<file path="src/rtl/uart_tx_fifo_if.sv">
// uart_tx_fifo_if - byte-strobe ingress bundle for the UART transmitter.
// The upstream stage (master) drives a one-cycle strobe with its byte, and
// observes the FIFO-full level and the sticky overflow flag returned by the
// transmitter (slave).
interface uart_tx_fifo_if;
  logic       i_data_avail;
  logic [7:0] i_data_byte;
  logic       o_fifo_full;
  logic       o_overflow;

  modport master (
    output i_data_avail,
    output i_data_byte,
    input  o_fifo_full,
    input  o_overflow
  );

  modport slave (
    input  i_data_avail,
    input  i_data_byte,
    output o_fifo_full,
    output o_overflow
  );
endinterface

</file>
<file path="src/rtl/uart_tx_fifo.sv">
// uart_tx_fifo - byte FIFO feeding an 8N1 UART serializer.
// Bytes arrive as single-cycle strobes on the interface and queue in a
// FIFO_DEPTH-entry buffer. The FSM pops one byte per frame and drives the
// TX pin. The pin, the active flag and the done pulse are all registered,
// so the line lags the FSM state by one clock.
// Optional build macro: UART_TX_PARITY_EN adds an even-parity bit between
// the last data bit and the stop bit (11-bit frame).
//
// state   | meaning
// --------+---------------------------------------------------------
// IDLE    | line high; pops the FIFO head when one is present
// START   | start bit (low) for one bit time
// DATA    | data bits 0..7, LSB first, one bit time each
// PARITY  | even parity of the data byte (UART_TX_PARITY_EN only)
// STOP    | stop bit (high); done pulse on its final clock
module uart_tx_fifo #(
  parameter int CLKS_PER_BIT = 87,
  parameter int FIFO_DEPTH   = 16
) (
  input  logic            clock,
  input  logic            reset_n,
  uart_tx_fifo_if.slave   bus,
  output logic            o_tx_serial,
  output logic            o_tx_active,
  output logic            o_tx_done
);

  localparam int CNT_W  = (CLKS_PER_BIT > 1) ? $clog2(CLKS_PER_BIT) : 1;
  localparam int PTR_W  = (FIFO_DEPTH > 1) ? $clog2(FIFO_DEPTH) : 1;
  localparam int FILL_W = PTR_W + 1;

  localparam logic [CNT_W-1:0]  BIT_LAST  = CNT_W'(CLKS_PER_BIT - 1);
  localparam logic [FILL_W-1:0] FILL_FULL = FILL_W'(FIFO_DEPTH);

  typedef enum logic [2:0] {
    ST_IDLE,
    ST_START,
    ST_DATA,
`ifdef UART_TX_PARITY_EN
    ST_PARITY,
`endif
    ST_STOP
  } state_e;

  // FIFO storage and bookkeeping
  logic [7:0]        mem_q [FIFO_DEPTH];
  logic [PTR_W-1:0]  wr_ptr_q, wr_ptr_d;
  logic [PTR_W-1:0]  rd_ptr_q, rd_ptr_d;
  logic [FILL_W-1:0] fill_q, fill_d;
  logic              overflow_q, overflow_d;
  logic              fifo_full;
  logic              fifo_empty;
  logic              wr_en;
  logic              pop;

  // serializer
  state_e            state_q, state_d;
  logic [CNT_W-1:0]  bit_cnt_q, bit_cnt_d;
  logic [2:0]        bit_idx_q, bit_idx_d;
  logic [7:0]        shift_q, shift_d;
  logic              bit_end;

  // registered pin-side outputs
  logic              tx_serial_q, tx_serial_d;
  logic              tx_active_q, tx_active_d;
  logic              tx_done_q, tx_done_d;

  assign fifo_full  = (fill_q == FILL_FULL);
  assign fifo_empty = (fill_q == '0);
  assign bit_end    = (bit_cnt_q == BIT_LAST);

  assign bus.o_fifo_full = fifo_full;
  assign bus.o_overflow  = overflow_q;
  assign o_tx_serial     = tx_serial_q;
  assign o_tx_active     = tx_active_q;
  assign o_tx_done       = tx_done_q;

  // FIFO next-state: the full check uses the registered level, so a pop on
  // the same edge never makes room for a strobe that arrived while full.
  always_comb begin
    wr_en      = bus.i_data_avail && !fifo_full;
    wr_ptr_d   = wr_ptr_q;
    rd_ptr_d   = rd_ptr_q;
    fill_d     = fill_q;
    overflow_d = overflow_q | (bus.i_data_avail & fifo_full);
    if (wr_en) begin
      wr_ptr_d = wr_ptr_q + PTR_W'(1);
    end
    if (pop) begin
      rd_ptr_d = rd_ptr_q + PTR_W'(1);
    end
    case ({wr_en, pop})
      2'b10:   fill_d = fill_q + FILL_W'(1);
      2'b01:   fill_d = fill_q - FILL_W'(1);
      default: fill_d = fill_q;
    endcase
  end

  // FIFO data array; contents are don't-care until written, so no reset
  always_ff @(posedge clock) begin
    if (wr_en) begin
      mem_q[wr_ptr_q] <= bus.i_data_byte;
    end
  end

  // FIFO pointer, fill level and sticky overflow registers
  always_ff @(posedge clock or negedge reset_n) begin
    if (!reset_n) begin
      wr_ptr_q   <= '0;
      rd_ptr_q   <= '0;
      fill_q     <= '0;
      overflow_q <= 1'b0;
    end else begin
      wr_ptr_q   <= wr_ptr_d;
      rd_ptr_q   <= rd_ptr_d;
      fill_q     <= fill_d;
      overflow_q <= overflow_d;
    end
  end

  // FSM next-state: bit-time counter, bit index, shift register and pop
  always_comb begin
    state_d   = state_q;
    bit_cnt_d = bit_cnt_q;
    bit_idx_d = bit_idx_q;
    shift_d   = shift_q;
    pop       = 1'b0;
    case (state_q)
      ST_IDLE: begin
        bit_cnt_d = '0;
        bit_idx_d = '0;
        if (!fifo_empty) begin
          pop     = 1'b1;
          shift_d = mem_q[rd_ptr_q];
          state_d = ST_START;
        end
      end
      ST_START: begin
        if (bit_end) begin
          bit_cnt_d = '0;
          state_d   = ST_DATA;
        end else begin
          bit_cnt_d = bit_cnt_q + CNT_W'(1);
        end
      end
      ST_DATA: begin
        if (bit_end) begin
          bit_cnt_d = '0;
          if (bit_idx_q == 3'd7) begin
            bit_idx_d = '0;
`ifdef UART_TX_PARITY_EN
            state_d   = ST_PARITY;
`else
            state_d   = ST_STOP;
`endif
          end else begin
            bit_idx_d = bit_idx_q + 3'd1;
          end
        end else begin
          bit_cnt_d = bit_cnt_q + CNT_W'(1);
        end
      end
`ifdef UART_TX_PARITY_EN
      ST_PARITY: begin
        if (bit_end) begin
          bit_cnt_d = '0;
          state_d   = ST_STOP;
        end else begin
          bit_cnt_d = bit_cnt_q + CNT_W'(1);
        end
      end
`endif
      ST_STOP: begin
        if (bit_end) begin
          bit_cnt_d = '0;
          state_d   = ST_IDLE;
        end else begin
          bit_cnt_d = bit_cnt_q + CNT_W'(1);
        end
      end
      default: begin
        bit_cnt_d = '0;
        bit_idx_d = '0;
        state_d   = ST_IDLE;
      end
    endcase
  end

  // pin-side outputs decoded from the current state, then registered
  always_comb begin
    tx_serial_d = 1'b1;
    tx_active_d = (state_q != ST_IDLE);
    tx_done_d   = (state_q == ST_STOP) && bit_end;
    case (state_q)
      ST_START:  tx_serial_d = 1'b0;
      ST_DATA:   tx_serial_d = shift_q[bit_idx_q];
`ifdef UART_TX_PARITY_EN
      ST_PARITY: tx_serial_d = ^shift_q;
`endif
      default:   tx_serial_d = 1'b1;
    endcase
  end

  // FSM and output registers; reset forces the line high at once
  always_ff @(posedge clock or negedge reset_n) begin
    if (!reset_n) begin
      state_q     <= ST_IDLE;
      bit_cnt_q   <= '0;
      bit_idx_q   <= '0;
      shift_q     <= '0;
      tx_serial_q <= 1'b1;
      tx_active_q <= 1'b0;
      tx_done_q   <= 1'b0;
    end else begin
      state_q     <= state_d;
      bit_cnt_q   <= bit_cnt_d;
      bit_idx_q   <= bit_idx_d;
      shift_q     <= shift_d;
      tx_serial_q <= tx_serial_d;
      tx_active_q <= tx_active_d;
      tx_done_q   <= tx_done_d;
    end
  end

endmodule

</file>
<file path="src/flat_wrapper.sv">
// flat-port wrapper written by rule: the top's interface ports become plain ports
module uart_tx_fifo_flat 
#(
  parameter int CLKS_PER_BIT = 87,
  parameter int FIFO_DEPTH   = 16
)
  (clock, reset_n, o_tx_serial, o_tx_active, o_tx_done, bus_i_data_avail, bus_i_data_byte, bus_o_fifo_full, bus_o_overflow);
  uart_tx_fifo_if bus_i ();
  input  logic clock;
  input  logic reset_n;
  output logic o_tx_serial;
  output logic o_tx_active;
  output logic o_tx_done;
  input wire logic [$bits(bus_i.i_data_avail)-1:0] bus_i_data_avail;
  input wire logic [$bits(bus_i.i_data_byte)-1:0] bus_i_data_byte;
  output wire logic [$bits(bus_i.o_fifo_full)-1:0] bus_o_fifo_full;
  output wire logic [$bits(bus_i.o_overflow)-1:0] bus_o_overflow;
  assign bus_i.i_data_avail = bus_i_data_avail;
  assign bus_i.i_data_byte = bus_i_data_byte;
  assign bus_o_fifo_full = bus_i.o_fifo_full;
  assign bus_o_overflow = bus_i.o_overflow;
  uart_tx_fifo #(.CLKS_PER_BIT(CLKS_PER_BIT), .FIFO_DEPTH(FIFO_DEPTH)) u_core (.clock(clock), .reset_n(reset_n), .bus(bus_i), .o_tx_serial(o_tx_serial), .o_tx_active(o_tx_active), .o_tx_done(o_tx_done));
endmodule
</file>
<file path="config.mk">
export PLATFORM = sky130hd
export DESIGN_NAME = uart_tx_fifo_flat
export DESIGN_NICKNAME = d
export VERILOG_FILES = /design/src/rtl/uart_tx_fifo_if.sv /design/src/rtl/uart_tx_fifo.sv /design/src/flat_wrapper.sv
export SDC_FILE = /design/constraint.sdc
export NUM_CORES = 1
export LEC_CHECK = 0
export BUFFER_PORTS_ARGS = -buffer_cell sky130_fd_sc_hd__buf_2
export CORE_MARGIN = 3
export CORE_UTILIZATION = 62
export CTS_CLUSTER_SIZE = 24
export DETAILED_ROUTE_END_ITERATION = 12
export GPL_TIMING_DRIVEN = 1
export PLACE_DENSITY_LB_ADDON = 0.12
export SYNTH_ARGS = -nofsm -noshare
export SYNTH_HDL_FRONTEND = slang
export SYNTH_SLANG_ARGS = --single-unit
</file>
<file path="constraint.sdc">
create_clock -name clock -period 3.9 [get_ports clock]
set_input_delay 0.39 -clock clock [delete_from_list [all_inputs] [get_ports clock]]
set_output_delay 0.39 -clock clock [all_outputs]
set_load 0.03 [all_outputs]
</file>
Word-level counts from Yosys, hierarchy flattened
Memories as Yosys holds them, arrays and structs flattened. A register that Yosys moved wholly into a read port is not among the register bits.
Cells that the tools add are included.
- register bits: 30
- memory bits (writable): 128
- bits of input ports: 11
- output and inout port bits: 5
- word-level logic and storage cells: 67
- memories: 1
- add/subtract/negate cells: 6
- magnitude comparators: 1
- equality and inequality tests: 13
- mux-type cells: 19
- bitwise logic cells: 4
- reductions and logical operators: 13
- memories (memory ; words ; bits a word ; rd ports ; clocked after memory_dff ; write ports ; line ; text):
    u_core.mem_q ; 16 ; 8 ; 1 ; 1 ; 1 ; uart_tx_fifo.sv:46 ; logic [7:0] mem_q [FIFO_DEPTH];
- operators with widths (operator ; count):
    two-way mux 3 bit ; 7
    two-way mux 7 bit ; 2
    case mux 3 bit (4 select lines) ; 1
    case mux 5 bit (2 select lines) ; 1
    adder 4 x 1 -> 4 bit, second input constant ; 2
    inequality test 2 x 1 -> 1 bit, second input constant ; 4
    adder 7 x 1 -> 7 bit, second input constant ; 1
    == test 7 bit, second input constant ; 1
    == test 3 x 2 -> 1 bit, second input constant ; 2
    case mux 3 bit (2 select lines) ; 1
    adder 5 x 1 -> 5 bit, second input constant ; 1
    == test 5 bit, second input constant ; 1
    logical NOT 5 bit ; 1
    two-way mux 1 bit ; 5
    AND reduction 5 bit ; 1
    subtractor 5 x 1 -> 5 bit, second input constant ; 1
    < comparator 3 x 4 -> 1 bit, second input constant ; 1
    AND reduction 2 bit ; 2
    adder 3 x 1 -> 3 bit, second input constant ; 1
    binary-select mux 1 bit (select 3 bit) ; 1
    == test 3 x 1 -> 1 bit, second input constant ; 1
    == test 3 bit, second input constant ; 1
    logical NOT 3 bit ; 1
    nonzero test 3 bit ; 1
    12 further kinds ; 15

Logic depth before layout (Yosys ltp)
- word-level depth: 5
- mapped depth: 14
- gate-level depth less buffers: 11

Worst setup path after synthesis
Ideal clock, no wire load.
- path type: flip-flop to flip-flop
- start: register u_core.state_q[1]
- end: register u_core.fill_q[4]
- setup time: 0.125 ns
- arrival: 2.696 ns
- required time: 3.775 ns
- setup slack: 1.078 ns
- stages on the path, launching flop included: 15
- buffers on the path: 3
- period minus slack after synthesis: 2.822 ns
- cell sequence: dfrtp_1 -> inv_1 -> ha_1 -> buf_2 -> inv_1 -> a21oi_1 -> buf_2 -> ha_1 -> buf_2 -> xor2_1 -> ha_1 -> a21o_1 -> a22oi_1 -> o211a_1 -> a2111oi_0
- word-level cells in the longest chain between the ends: 4
- elaborated cells on any way between the ends: 6
- those cells by class: eq/ne: 2; mux: 2; reduce/logical: 2
- RTL lines (element ; line ; text):
    from (decl) ; uart_tx_fifo.sv:57 ; state_e state_q, state_d;
    from (signal assigned) ; uart_tx_fifo.sv:215 ; state_q <= state_d;
    logical NOT 3 bit * ; uart_tx_fifo.sv:128 ; case (state_q)
    two-way mux 1 bit * ; uart_tx_fifo.sv:128 ;
    net u_core.pop ; uart_tx_fifo.sv:54 ; logic pop;
    == test 2 x 1 -> 1 bit or == test 2 bit (tied branches) ; uart_tx_fifo.sv:92 ; case ({wr_en, pop})
    case mux 5 bit (2 select lines) or nonzero test 2 bit (tied branches) ; - ;
    to (signal assigned) ; uart_tx_fifo.sv:116 ; fill_q <= fill_d;
    to (decl) ; uart_tx_fifo.sv:49 ; logic [FILL_W-1:0] fill_q, fill_d;
Mark *: on every way through the listed nets, which the timed path passes. The rest lies on a longest branch.
A chain may end at the register's enable or synchronous reset.

Worst setup path in the final report
- start: register u_core.state_q[1]
- end: register u_core.fill_q[4]
- word-level cells in the longest chain between the ends: 4
- elaborated cells on any way between the ends: 6
- those cells by class: eq/ne: 2; mux: 2; reduce/logical: 2
- RTL lines (element ; line):
    logical NOT 3 bit * ; uart_tx_fifo.sv:128
    two-way mux 1 bit * ; uart_tx_fifo.sv:128
    == test 2 x 1 -> 1 bit or == test 2 bit (tied branches) ; uart_tx_fifo.sv:92
    case mux 5 bit (2 select lines) or nonzero test 2 bit (tied branches) ; -
Mark *: on every way between the ends. The rest lies on a longest branch, timed or not.

==> reports/summary.txt <==
Cell Area, Synth: 0.006924 sq mm
Final period util: 85.42%
Vias in the first global route: 3711
GPL Wtd Cong: 0.7910
Setup TNS Final: 0 ns
Core ar.: 0.01060 sq mm
Delay-heaviest family, CP: adder cells
Worst path slowest cell: ha_1
Largest net degree at the start of global routing: 38
Fin cells: 565
Most used DFF post-synth: edfxtp_1
CP max FO: 10
CTS H-tree lvls: 4
CTS clk-pin slew, worst paths: 0.06 ns
Least-Margin Pin Slew: 0.8856 ns
Crit-path cells: inv_1, ha_1, inv_1, a21oi_1, ha_1, xor2_1, ha_1, nor4b_1, mux2i_1, o211a_1, a2111oi_0
Clock buffer count from CTS: 17
Max IR drop VDD: 0.4467 mV
#FFs+latches synth: 165
Post-Place Cells: 532
Largest stage delay on the critical path: 0.47 ns
Ys Warns: 0
Initial DRC count: 373
Vias per cell: 6.214
F_max: 0.3002 GHz
DRT antenna net count: 0
WL/cell: 22.36 um
Setup bufs post-CTS: 0
Initial antenna violation count: 0
Sum of buffers and inverters on the critical path: 2
Gr usage total: 21.87%
Final hold slack: 0.08061 ns
Max Cap Viol: 0
Clock Path Buffers: 2
TritonCTS Sinks: 165
Yosys top cell area share: 55.51%
Register area share after synthesis: 68.90%
Diode count: 0
Post-Syn Nets: 423
Final setup viols: 0
Die H: 111.7 um
Crit path arrival time: 3.71 ns
Area post-placement: 0.007096 sq mm
Static leakage: 2.662 nW
Std cell rows: 37
Fill count: 639
Crit. End Element: register
Initial Utilization: 65.31%
Total power: 4.249 mW
Yosys top cell by area: edfxtp_1
PwrDens: 553.0 mW/mm^2
Layout cells sized above 1: 20.51%
Final HPWL DP: 7979 um
Drt first pass iters: 6
Skew final: 0.005525 ns
CP Data Required Time: 4.28 ns
Setup WS pre-CTS: 0.6660 ns
Cells after synthesis: 396
Asr flop ratio synth: 22.42%
Critical path type: reg -> reg
Drt drc: 0
Final Hold Violating Endpoints: 0
Post-synth EDFFs: 128
Synth unique cells: 48
Final core area utilization: 72.48%
Most instantiated cells after synthesis: edfxtp_1, dfrtp_1, mux4_2
First-pass GRT wire length: 20110 um
Post-layout min period: 3.331 ns
Final wirelength: 12630 um
RSZ-0062 raised after global routing: no
DR vias: 3511
Final worst slack: 0.5686 ns
CTS tree: built
Die Wd: 111.7 um
Most frequent cell after synthesis: edfxtp_1
Final Cell Area: 0.007684 sq mm
Clk root buf: clkbuf_8
Pins Over Slew Limit: 0
CP dominant cell by count: ha_1
Grt total ovfl: 0
Ports: 16
Hold Crit Class: in -> reg
Slew HR: 40.74%
Status: finished, final reports clean
Avg Cell Area, Syn: 17.49 sq um
Nets: 443
Worst-Skew Late Latency: 0.53 ns
CP startpoint kind: register
Post-cts resize count: 0
Port Buffers: 15
Synth top area cells: edfxtp_1, dfrtp_1, mux4_2
Area Growth Syn to Fin: 10.97%
Die Area: 0.01247 sq mm
==> final timing paths <==
| kind | slack, ns | end | depth (start not counted) | from |
|---|---|---|---|---|
| setup / recovery | 0.57 | u_core.fill_q[4] | 11 | u_core.state_q[1] |
| hold / removal | 0.08 | u_core.bus.o_overflow | 2 | bus_i_data_avail |
| min in group asynchronous | 0.50 | u_core.fill_q[2] | 2 | reset_n |
| max in group asynchronous | 2.83 | u_core.rd_ptr_q[3] | 2 | reset_n |
| hold reg to reg | 0.46 | u_core.bus.o_overflow | 1 | u_core.bus.o_overflow |
| setup reg to reg | 0.57 | u_core.fill_q[4] | 11 | u_core.state_q[1] |
==> per-layer routing <==
| layer | share of wire (%) | vias to the layer above | routed length (um) | global-route usage (%) |
|---|---|---|---|---|
| met5 | 0 | - | 0 | 0 |
| met4 | 1.7 | 0 | 209 | 7.867 |
| met3 | 3.6 | 17 | 460 | 7.011 |
| met2 | 49 | 75 | 6142 | 33.13 |
| met1 | 46 | 1806 | 5822 | 30.42 |
| li1 | - | 1613 | - | - |
==> final cells by class <==
type | count | area (sq um) | share of cell area [%]
Sequential cell | 165 | 4773 | 62.12
Multi-Input combinational cell | 200 | 1994 | 25.96
Clock buffer | 21 | 429.2 | 5.585
Inverter | 10 | 37.54 | 0.4885
Tap cell | 136 | 170.2 | 2.215
Clock inverter | 11 | 148.9 | 1.938
Timing Repair Buffer | 22 | 130.1 | 1.694
==> repair_timing <==
action,4_1_cts,5_1_grt
hold buffers,1,0
endpoints found under the hold margin,36,0
setup endpoints to repair,0,0
==> layout by cell type (no fill, tap or decap), types with 3 or more instances in the layout <==
| cell type | netlist | layout |
|---|---|---|
| inv_1 | 10 | 10 |
| nand2b_1 | 6 | 6 |
| clkbuf_16 | 0 | 16 |
| buf_2 | 8 | 15 |
| ha_1 | 16 | 16 |
| dfrtp_1 | 36 | 34 |
| clkbuf_1 | 5 | 4 |
| mux2_2 | 10 | 10 |
| a21oi_1 | 12 | 12 |
| edfxtp_1 | 128 | 128 |
| o22ai_1 | 17 | 17 |
| a21o_1 | 3 | 3 |
| xor2_1 | 7 | 7 |
| mux4_2 | 21 | 21 |
| xnor2_1 | 9 | 9 |
| and3_1 | 3 | 3 |
| nor2_1 | 18 | 18 |
| clkinv_4 | 0 | 3 |
| nand2_1 | 14 | 14 |
| or2_2 | 3 | 3 |
| mux4_1 | 13 | 13 |
| buf_4 | 1 | 6 |
| bufinv_16 | 0 | 3 |
| nor3_1 | 14 | 14 |
| nand3_1 | 5 | 5 |
| nand4_1 | 3 | 3 |
==> report_power, final <==
part | internal (mW) | total, mW | switching (mW) | leakage (nW)
registers | 2.09 | 2.21 | 0.125 | 1.60
clock network | 0.978 | 1.63 | 0.654 | 0.276
logic | 0.150 | 0.406 | 0.256 | 0.783
==> cells by family (layout without fill, tap and decap cells) <==
family	count (synthesis)	after routing	share of synthesized area, %
flip-flops	165	165	68.90
AO/OA/AOI/OAI	47	47	4.698
AND/OR/NAND/NOR	76	76	5.656
multiplexers	45	45	13.53
buffers and inverters	31	64	2.295
XOR/XNOR	16	16	2.024
adder cells (fa/ha/maj)	16	16	2.891
==> sequential cells by signal, indices dropped and copies added, names as in the netlist <==
name / flops
u_core.bit_cnt_q: 7
u_core.o_tx_done: 1
u_core.bus.o_overflow: 1
u_core.state_q: 2
u_core.wr_ptr_q: 4
u_core.bit_idx_q: 3
u_core.mem_q: 128
u_core.shift_q: 8
u_core.o_tx_serial: 1
u_core.fill_q: 5
u_core.rd_ptr_q: 4
u_core.o_tx_active: 1
(Power assumes the default switching activity.)
